[src/rtl/axi_lite_pkg.sv]
// Shared types, response codes and register offsets for the AXI-Lite register bank.
package axi_lite_pkg;

    localparam int DATA_W = 32;
    localparam int ADDR_W = 8;
    localparam int WIDX_W = ADDR_W - 2;

    typedef logic [DATA_W-1:0] data_t;
    typedef logic [ADDR_W-1:0] addr_t;
    typedef logic [1:0]        resp_t;
    typedef logic [WIDX_W-1:0] widx_t;

    localparam resp_t RESP_OKAY   = 2'b00;
    localparam resp_t RESP_SLVERR = 2'b10;

    localparam addr_t OFF_ID     = 8'h00;
    localparam addr_t OFF_STATUS = 8'h04;
    localparam addr_t OFF_IRQ    = 8'h08;
    localparam addr_t OFF_CTRL0  = 8'h0C;

    typedef enum logic       {W_IDLE, W_ACK}          wr_state_e;
    typedef enum logic [1:0] {R_IDLE, R_WAIT, R_DONE} rd_state_e;

    function automatic widx_t word_idx(input addr_t a);
        return a[ADDR_W-1:2];
    endfunction

endpackage

[src/rtl/axi_lite_reg_decode.sv]
// Combinational byte-address decode for one access direction (read or write).
module axi_lite_reg_decode
    import axi_lite_pkg::*;
#(
    parameter int NUM_CTRL = 4,
    parameter bit IS_WRITE = 1'b0
) (
    input  addr_t addr,
    output logic  hit_id,
    output logic  hit_status,
    output logic  hit_irq,
    output logic  hit_ctrl,
    output widx_t ctrl_idx,
    output logic  err
);

    widx_t widx;
    logic  aligned;

    always_comb begin
        widx       = word_idx(addr);
        aligned    = (addr[1:0] == 2'b00);
        hit_id     = aligned && (widx == word_idx(OFF_ID));
        hit_status = aligned && (widx == word_idx(OFF_STATUS));
        hit_irq    = aligned && (widx == word_idx(OFF_IRQ));
        ctrl_idx   = widx - word_idx(OFF_CTRL0);
        hit_ctrl   = aligned && (widx >= word_idx(OFF_CTRL0)) && (int'(ctrl_idx) < NUM_CTRL);
        // ID and STATUS are read-only, so a write to them is a decode error
        err        = !(hit_id || hit_status || hit_irq || hit_ctrl)
                   || (IS_WRITE && (hit_id || hit_status));
    end

endmodule

[src/rtl/axi_lite_regfile.sv]
// Register bank: ID/STATUS read-only, W1C IRQ word, NUM_CTRL RW control words,
// independent write and read FSMs with a configurable read latency.
module axi_lite_regfile
    import axi_lite_pkg::*;
#(
    parameter int    NUM_CTRL     = 4,
    parameter int    READ_LATENCY = 1,
    parameter data_t ID_VALUE     = 32'hA110_0001,
    parameter data_t CTRL_RESET   = 32'h0
) (
    input  logic                       clk,
    input  logic                       rst,
    input  data_t                      wdata,
    input  addr_t                      waddr,
    input  logic                       wvalid,
    output logic                       wready,
    output resp_t                      bresp,
    input  addr_t                      raddr,
    input  logic                       rready,
    output data_t                      rdata,
    output logic                       rvalid,
    output resp_t                      rresp,
    input  data_t                      hw_status,
    input  data_t                      hw_event,
    output logic [NUM_CTRL*DATA_W-1:0] ctrl_o,
    output logic [NUM_CTRL-1:0]        ctrl_wr,
    output logic                       irq_o
);

    localparam logic [2:0] CNT_INIT = 3'(READ_LATENCY - 1);

    wr_state_e w_state_q;
    rd_state_e r_state_q;
    logic [2:0] cnt_q;
    addr_t raddr_q;
    logic  wready_q, rvalid_q;
    resp_t bresp_q, rresp_q;
    data_t rdata_q;
    logic [NUM_CTRL-1:0] ctrl_wr_q, wr_sel;
    logic [NUM_CTRL-1:0][DATA_W-1:0] ctrl_q, ctrl_d;
    data_t irq_q, irq_d;

    logic  w_hit_id, w_hit_status, w_hit_irq, w_hit_ctrl, w_err;
    logic  r_hit_id, r_hit_status, r_hit_irq, r_hit_ctrl, r_err;
    widx_t w_idx, r_idx;
    logic  wr_fire, wr_ok;
    data_t rd_word;

    axi_lite_reg_decode #(.NUM_CTRL(NUM_CTRL), .IS_WRITE(1'b1)) u_wdec (
        .addr(waddr), .hit_id(w_hit_id), .hit_status(w_hit_status), .hit_irq(w_hit_irq),
        .hit_ctrl(w_hit_ctrl), .ctrl_idx(w_idx), .err(w_err)
    );

    axi_lite_reg_decode #(.NUM_CTRL(NUM_CTRL), .IS_WRITE(1'b0)) u_rdec (
        .addr(raddr_q), .hit_id(r_hit_id), .hit_status(r_hit_status), .hit_irq(r_hit_irq),
        .hit_ctrl(r_hit_ctrl), .ctrl_idx(r_idx), .err(r_err)
    );

    // wready still high means the master has not yet dropped the accepted request
    always_comb begin
        wr_fire = (w_state_q == W_IDLE) && wvalid && !wready_q;
        wr_ok   = wr_fire && !w_err;
        wr_sel  = '0;
        ctrl_d  = ctrl_q;
        for (int k = 0; k < NUM_CTRL; k++) begin
            if (wr_ok && w_hit_ctrl && (w_idx == WIDX_W'(k))) begin
                wr_sel[k] = 1'b1;
                ctrl_d[k] = wdata;
            end
        end
        irq_d = (irq_q & ~((wr_ok && w_hit_irq) ? wdata : '0)) | hw_event;
    end

    always_comb begin
        rd_word = '0;
        if (r_hit_id)          rd_word = ID_VALUE;
        else if (r_hit_status) rd_word = hw_status;
        else if (r_hit_irq)    rd_word = irq_q;
        else begin
            for (int k = 0; k < NUM_CTRL; k++)
                if (r_hit_ctrl && (r_idx == WIDX_W'(k))) rd_word = ctrl_q[k];
        end
    end

    always_ff @(posedge clk or negedge rst) begin
        if (!rst) begin
            ctrl_q <= {NUM_CTRL{CTRL_RESET}};
            irq_q  <= '0;
        end else begin
            ctrl_q <= ctrl_d;
            irq_q  <= irq_d;
        end
    end

    always_ff @(posedge clk or negedge rst) begin
        if (!rst) begin
            w_state_q <= W_IDLE;
            wready_q  <= 1'b0;
            bresp_q   <= RESP_OKAY;
            ctrl_wr_q <= '0;
        end else begin
            wready_q  <= 1'b0;
            ctrl_wr_q <= '0;
            case (w_state_q)
                W_IDLE: if (wr_fire) begin
                    bresp_q   <= w_err ? RESP_SLVERR : RESP_OKAY;
                    ctrl_wr_q <= wr_sel;
                    w_state_q <= W_ACK;
                end
                W_ACK: begin
                    wready_q  <= 1'b1;
                    w_state_q <= W_IDLE;
                end
                default: w_state_q <= W_IDLE;
            endcase
        end
    end

    // Capture happens on the edge leaving R_DONE so rvalid lands READ_LATENCY edges after the sample
    always_ff @(posedge clk or negedge rst) begin
        if (!rst) begin
            r_state_q <= R_IDLE;
            cnt_q     <= '0;
            raddr_q   <= '0;
            rvalid_q  <= 1'b0;
            rdata_q   <= '0;
            rresp_q   <= RESP_OKAY;
        end else begin
            rvalid_q <= 1'b0;
            case (r_state_q)
                R_IDLE: if (rready && !rvalid_q) begin
                    raddr_q   <= raddr;
                    cnt_q     <= CNT_INIT;
                    r_state_q <= (READ_LATENCY == 1) ? R_DONE : R_WAIT;
                end
                R_WAIT: begin
                    cnt_q <= cnt_q - 3'd1;
                    if (cnt_q == 3'd1) r_state_q <= R_DONE;
                end
                R_DONE: begin
                    rdata_q   <= r_err ? '0 : rd_word;
                    rresp_q   <= r_err ? RESP_SLVERR : RESP_OKAY;
                    rvalid_q  <= 1'b1;
                    r_state_q <= R_IDLE;
                end
                default: r_state_q <= R_IDLE;
            endcase
        end
    end

    assign wready  = wready_q;
    assign bresp   = bresp_q;
    assign rvalid  = rvalid_q;
    assign rdata   = rdata_q;
    assign rresp   = rresp_q;
    assign ctrl_wr = ctrl_wr_q;
    assign ctrl_o  = ctrl_q;
    assign irq_o   = |irq_q;

endmodule

[config.mk]
export PLATFORM = sky130hd
export DESIGN_NAME = axi_lite_regfile
export DESIGN_NICKNAME = d
export VERILOG_FILES = /design/src/rtl/axi_lite_pkg.sv /design/src/rtl/axi_lite_reg_decode.sv /design/src/rtl/axi_lite_regfile.sv
export SDC_FILE = /design/constraint.sdc
export NUM_CORES = 1
export LEC_CHECK = 0
export BUFFER_PORTS_ARGS = -buffer_cell sky130_fd_sc_hd__buf_4
export CELL_PAD_IN_SITES_DETAIL_PLACEMENT = 0
export CELL_PAD_IN_SITES_GLOBAL_PLACEMENT = 1
export CORE_MARGIN = 2
export CORE_UTILIZATION = 43
export CTS_CLUSTER_SIZE = 14
export DETAILED_ROUTE_END_ITERATION = 6
export PLACE_DENSITY_LB_ADDON = 0.1
export SYNTH_ARGS = -nofsm -noshare
export SYNTH_HDL_FRONTEND = slang
export SYNTH_SLANG_ARGS = --single-unit
[constraint.sdc]
create_clock -name clk -period 4 [get_ports clk]
set_clock_uncertainty 0.15 [all_clocks]
set_input_delay 0.8 -clock clk [delete_from_list [all_inputs] [get_ports clk]]
set_output_delay 0.8 -clock clk [all_outputs]
set_load 0.01 [all_outputs]
Yosys cells after proc, flatten, opt, wreduce, memory -nomap -nowiden
Index checks and enable logic that the tools add are counted.
{"block": "word_totals", "ff_bits": 216, "in_bits": 116, "out_inout_bits": 171, "elab_cells": 115}
{"block": "op_classes", "add_sub_neg": 3, "order_cmp": 4, "n_eq_ne": 15, "muxes": 26, "bitwise_logic": 4, "reduce_logical": 48}
{"op": "$mux W32", "n": 9}
{"op": "$eq A6 B2 Y1 const B", "n": 6}
{"op": "$and A32 B32 Y32", "n": 1}
{"op": "$not A32 Y32", "n": 1}
{"op": "$or A32 B32 Y32", "n": 1}
{"op": "$reduce_or A32 Y1", "n": 1}
{"op": "$eq A6 B1 Y1 const B", "n": 4}
{"op": "$logic_and A1 B1 Y1", "n": 24}
{"op": "$logic_not A6 Y1", "n": 4}
{"op": "$ge A6 B2 Y1 const B", "n": 2}
{"op": "$lt A6 B3 Y1 const B", "n": 2}
{"op": "$sub A6 B2 Y6 const B", "n": 2}
{"op": "$mux W2", "n": 4}
{"op": "$mux W4", "n": 2}
{"op": "$reduce_and A2 Y1", "n": 4}
{"op": "$logic_or A1 B1 Y1", "n": 7}
{"op": "$mux W1", "n": 7}
{"op": "$logic_not A2 Y1", "n": 3}
{"op": "$pmux W3 S2", "n": 1}
{"op": "$logic_not A1 Y1", "n": 4}
{"op": "$ne A2 B2 Y1 const B", "n": 2}
{"op": "$pmux W2 S2", "n": 1}
{"op": "$eq A3 B1 Y1 const B", "n": 1}
{"op": "$mux W3", "n": 1}
{"op": "6 further kinds", "n": 6}

Logic depth before layout (Yosys ltp)
{"block": "depth", "word_depth": 14, "mapped_depth": 7, "depth_no_buf": 5}

Modules after synthesis
Synthesis repeated with hierarchy kept, for this count alone.
{"block": "hier_totals", "cells_unflattened": 829, "hier_area_um2": 10192.3}
{"module": "axi_lite_regfile", "n_inst": 1, "cells_per_inst": 782, "area_each_um2": 9818.2, "seq_area_each_um2": 5255.0}
{"module": "axi_lite_reg_decode at u_wdec", "n_inst": 1, "cells_per_inst": 25, "area_each_um2": 197.7, "seq_area_each_um2": 0.0}
{"module": "axi_lite_reg_decode at u_rdec", "n_inst": 1, "cells_per_inst": 22, "area_each_um2": 176.4, "seq_area_each_um2": 0.0}

Worst setup path after synthesis
OpenSTA, ideal clock, no wires.
{"block": "synth_path", "path_type": "input-to-reg", "start": "in waddr[5]", "end": "reg ctrl_q, in the netlist ctrl_o[64]", "setup_time_ns": 0.125, "t_arrival_ns": 2.140, "t_required_ns": 3.725, "slack_ns": 1.585, "path_stages": 5, "path_buffers": 1, "path_cell_list": "nor3_2 nand4_2 nor3b_2 buf_4 mux2_2"}
{"block": "synth_via", "elab_chain_cells": 11, "word_cells_on_any_way": 21, "cone_classes": "add/sub: 1; order compare: 2; eq/ne: 3; reduce/logical: 15"}
{"item": "start, declared", "line": "axi_lite_regfile.sv:14", "source": "input addr_t waddr,"}
{"item": "branches (longest 10 deep; another with $sub A6 B2 Y6)"}
{"item": "$logic_and A1 B1 Y1 (*)", "line": "axi_lite_regfile.sv:66", "source": "if (wr_ok && w_hit_ctrl && (w_idx == WIDX_W'(k))) begin"}
{"item": "end signal, assigned", "line": "axi_lite_regfile.sv:87", "source": "ctrl_q <= {NUM_CTRL{CTRL_RESET}};"}
{"item": "end signal, assigned", "line": "axi_lite_regfile.sv:90", "source": "ctrl_q <= ctrl_d;"}
{"item": "end, declared", "line": "axi_lite_regfile.sv:40", "source": "logic [NUM_CTRL-1:0][DATA_W-1:0] ctrl_q, ctrl_d;"}
Every way passes the cells marked *.
A chain may end at the register's enable or synchronous reset.

Worst setup path in the final report
{"block": "layout_path", "start": "reg irq_q[6]", "end": "out irq_o"}
{"block": "layout_via", "elab_chain_cells": 1}
{"item": "start, declared", "line": "axi_lite_regfile.sv:41", "source": "data_t irq_q, irq_d;"}
{"item": "start signal, assigned", "line": "axi_lite_regfile.sv:91", "source": "irq_q <= irq_d;"}
{"item": "$reduce_or A32 Y1", "line": "axi_lite_regfile.sv:158", "source": "assign irq_o = |irq_q;"}
{"item": "end, declared", "line": "axi_lite_regfile.sv:27", "source": "output logic irq_o"}
Every way passes these cells.

==> flow_metrics.py <==
metrics = {
    "placed_design": {
        "dp_hpwl_um": 22800,
        "port_buffers": 284,
        "gp_congestion": 0.860,
        "dpl_cell_area_um2": 12300,
        "place_ws_ns": 1.07,
        "dp_cells": 1416,
    },
    "critical_path": {
        "cp_top_family": "simple AND/OR/NAND/NOR gates",
        "path_cells": "nor4_1 > nand4_1 > or2_2 > buf_4",
        "reg2reg_setup_slack_ns": 1.11,
        "reg2reg_from": "raddr_q[3]",
        "crit_path_end_kind": "primary output",
        "crit_type": "reg2out",
        "critical_path_arrival_ns": 2.20,
        "timing.rr.end": "rdata[24]",
        "cpMaxStageDelayCell": "nor4_1",
        "startpoint_type": "flip-flop",
        "worstRegToRegCells": 5,
        "path_buf_inv": 1,
        "required_ns": 3.05,
        "worstPathMaxFanout": 3,
        "cp_slowest_stage_delay_ns": 0.50,
    },
    "timing": {
        "hold_viol_final": 0,
        "period_needed_ns": 3.15,
        "grt_setup_unrepaired": "false",
        "tightest_slew_ns": 0.957,
        "final_max_slew_viol_count": 0,
        "max_slew_margin": 0.361,
        "layout_setup_ws_ns": 0.853,
        "finalSetupViolCount": 0,
        "finalCritPeriodShare": 0.787,
        "fin_worst_hold_slack_ns": 0.147,
        "setup_tns_ns": 0,
        "timing.fmax_ghz": 0.318,
    },
    "drt": {
        "drt-wirelength-per-cell_um": 22.9,
        "antenna_left": 0,
        "viasPerCell": 5.77,
        "drtIter0Drc": 566,
        "dr.pass1.iters": 5,
        "route.vias.total": 8389,
        "wirelength_um": 33300,
        "drc_errors": 0,
    },
    "pwr": {
        "power.leakage_nw": 5.94,
        "p_total_mw": 5.47,
        "ir_drop_mv": 0.258,
        "powerDensity_nw_per_um2": 422,
    },
    "yosys": {
        "synth_seq_area_share": 0.528,
        "yosys_warnings": 0,
        "synth-edff-count": 0,
        "synth_cell_type_count": 50,
        "syn_area_per_cell_um2": 11.1,
        "synthArstFlopShare": 1.00,
        "yosys_register_bits": 210,
        "dominantRegCellSynth": "dfrtp_1",
        "netlist_area_um2": 9950,
        "syn_inst": 899,
    },
    "outcome": {
        "status": "finished, final reports clean",
    },
    "floorplan": {
        "ios": 287,
        "start_util": 0.439,
        "coreArea_um2": 22600,
        "die_area_um2": 24400,
        "die_x_um": 156,
        "num_rows": 55,
        "die_y_um": 156,
    },
    "cts": {
        "clkLatencyLatePin_ns": 0.51,
        "clkSinkCount": 210,
        "htreeDepth": 1,
        "cts_tree": "yes",
        "cts_resized": 0,
        "post_cts_buffers": 0,
        "postCtsHoldBufs": 0,
        "root_buffer": "clkbuf_16",
        "cts_made_buffers": 23,
        "clk_pin_slew_ns": 0.07,
        "clockBufferDepth": 3,
    },
    "global_route": {
        "antenna_found_initial": 1,
        "grt-ovfl-total": 0,
        "grt_pass1_wl_um": 50300,
        "grt_max_degree": 87,
        "grt_pass1_vias": 8419,
        "grt_usage": 0.271,
    },
    "final_layout": {
        "area_growth_pct": 30.4,
        "nets": 1272,
        "stdcell_count": 1455,
        "layout-drive-gt1-share": 0.420,
        "final_core_util": 0.573,
        "design_area_um2": 13000,
        "diodes": 0,
    },
    "job": {
        "cap_violations": 0,
    },
    "worst_hold_path": {
        "hold_path.class": "in2async",
    },
}
## cell usage in the layout (no fill, tap or decap), types with 6 or more instances in the layout
master and n:
o22ai_1 15, nor2_1 8, nor4_1 8, a21o_1 34, mux2_2 109, o21ai_1 20, nor2b_1 6, a22o_1 22
a21oi_1 31, o21ai_0 87, nand2b_1 7, o22a_2 12, nand3_1 8, nand2_1 84, a211oi_1 28, buf_4 303
dfrtp_1 206, o22a_1 10, a22oi_1 32, clkbuf_16 23, inv_1 37
## power by group
group	switching (mW)	internal, mW	leakage, nW
clock network	0.849	1.19	0.356
logic	0.577	0.430	3.03
registers	0.183	2.24	2.55
total	1.61	3.86	5.94
## flip-flops by register name, summed over array words and instances, names as in the netlist
name	cells
ctrl_o	128
rdata	32
raddr_q	8
wready	1
ctrl_wr	4
r_state_q	1
rresp	1
w_state_q	1
irq_q	32
bresp	1
rvalid	1
## area by class of cell
class	count	area [um2]
clock buffer	32	649
tap	285	357
timing repair buffer	306	2330
inverter	37	139
clock inverter	7	63.8
fill	2032	9670
sequential	210	5260
multi-input combinational	578	4170
## logic make-up after synthesis
| family | count (synthesis) | synth area share |
|---|---|---|
| buffers and inverters | 112 | 0.0596 |
| AOI/OAI and AO/OA | 313 | 0.210 |
| other | 1 | 0.000377 |
| muxes | 109 | 0.123 |
| and+or+nand+nor | 154 | 0.0779 |
| DFF | 210 | 0.528 |
## worst max-delay path by stage
stage	start	end	cells after the start
CTS	irq_q[6]	irq_o	4
floorplan	waddr[5]	ctrl_o[64]	5
detailed placement	waddr[5]	ctrl_o[58]	6
global placement	waddr[5]	ctrl_o[121]	5
finish	irq_q[6]	irq_o	4
global route	irq_q[6]	irq_o	4
## per-layer routing
layer / vias to the layer above / share of wire / GRT usage / routed length [um]
met5: - / 0 / 0 / 0
met4: 0 / 0.017 / 0.0537 / 575
met3: 42 / 0.090 / 0.0628 / 3000
met2: 338 / 0.46 / 0.434 / 15400
met1: 4209 / 0.43 / 0.378 / 14300
li1: 3800 / - / - / -
## cell usage after synthesis (8+ instances only)
library cell	instances	area share
a211oi_1	28	0.021
buf_4	9	0.0068
o22ai_1	15	0.0094
buf_2	16	0.0081
o21ai_1	20	0.010
o22a_1	10	0.0088
nor4_1	8	0.0050
a22oi_1	32	0.024
mux2_2	109	0.12
clkbuf_1	32	0.012
a21oi_1	31	0.016
a21o_1	34	0.026
inv_1	37	0.014
nor2_1	9	0.0034
a22o_1	22	0.019
o22a_2	12	0.012
nor2b_1	12	0.0075
dfrtp_1	210	0.53
o21ai_0	87	0.044
nand2_1	84	0.032
nand3_1	8	0.0040
(Power assumes the default switching activity.)
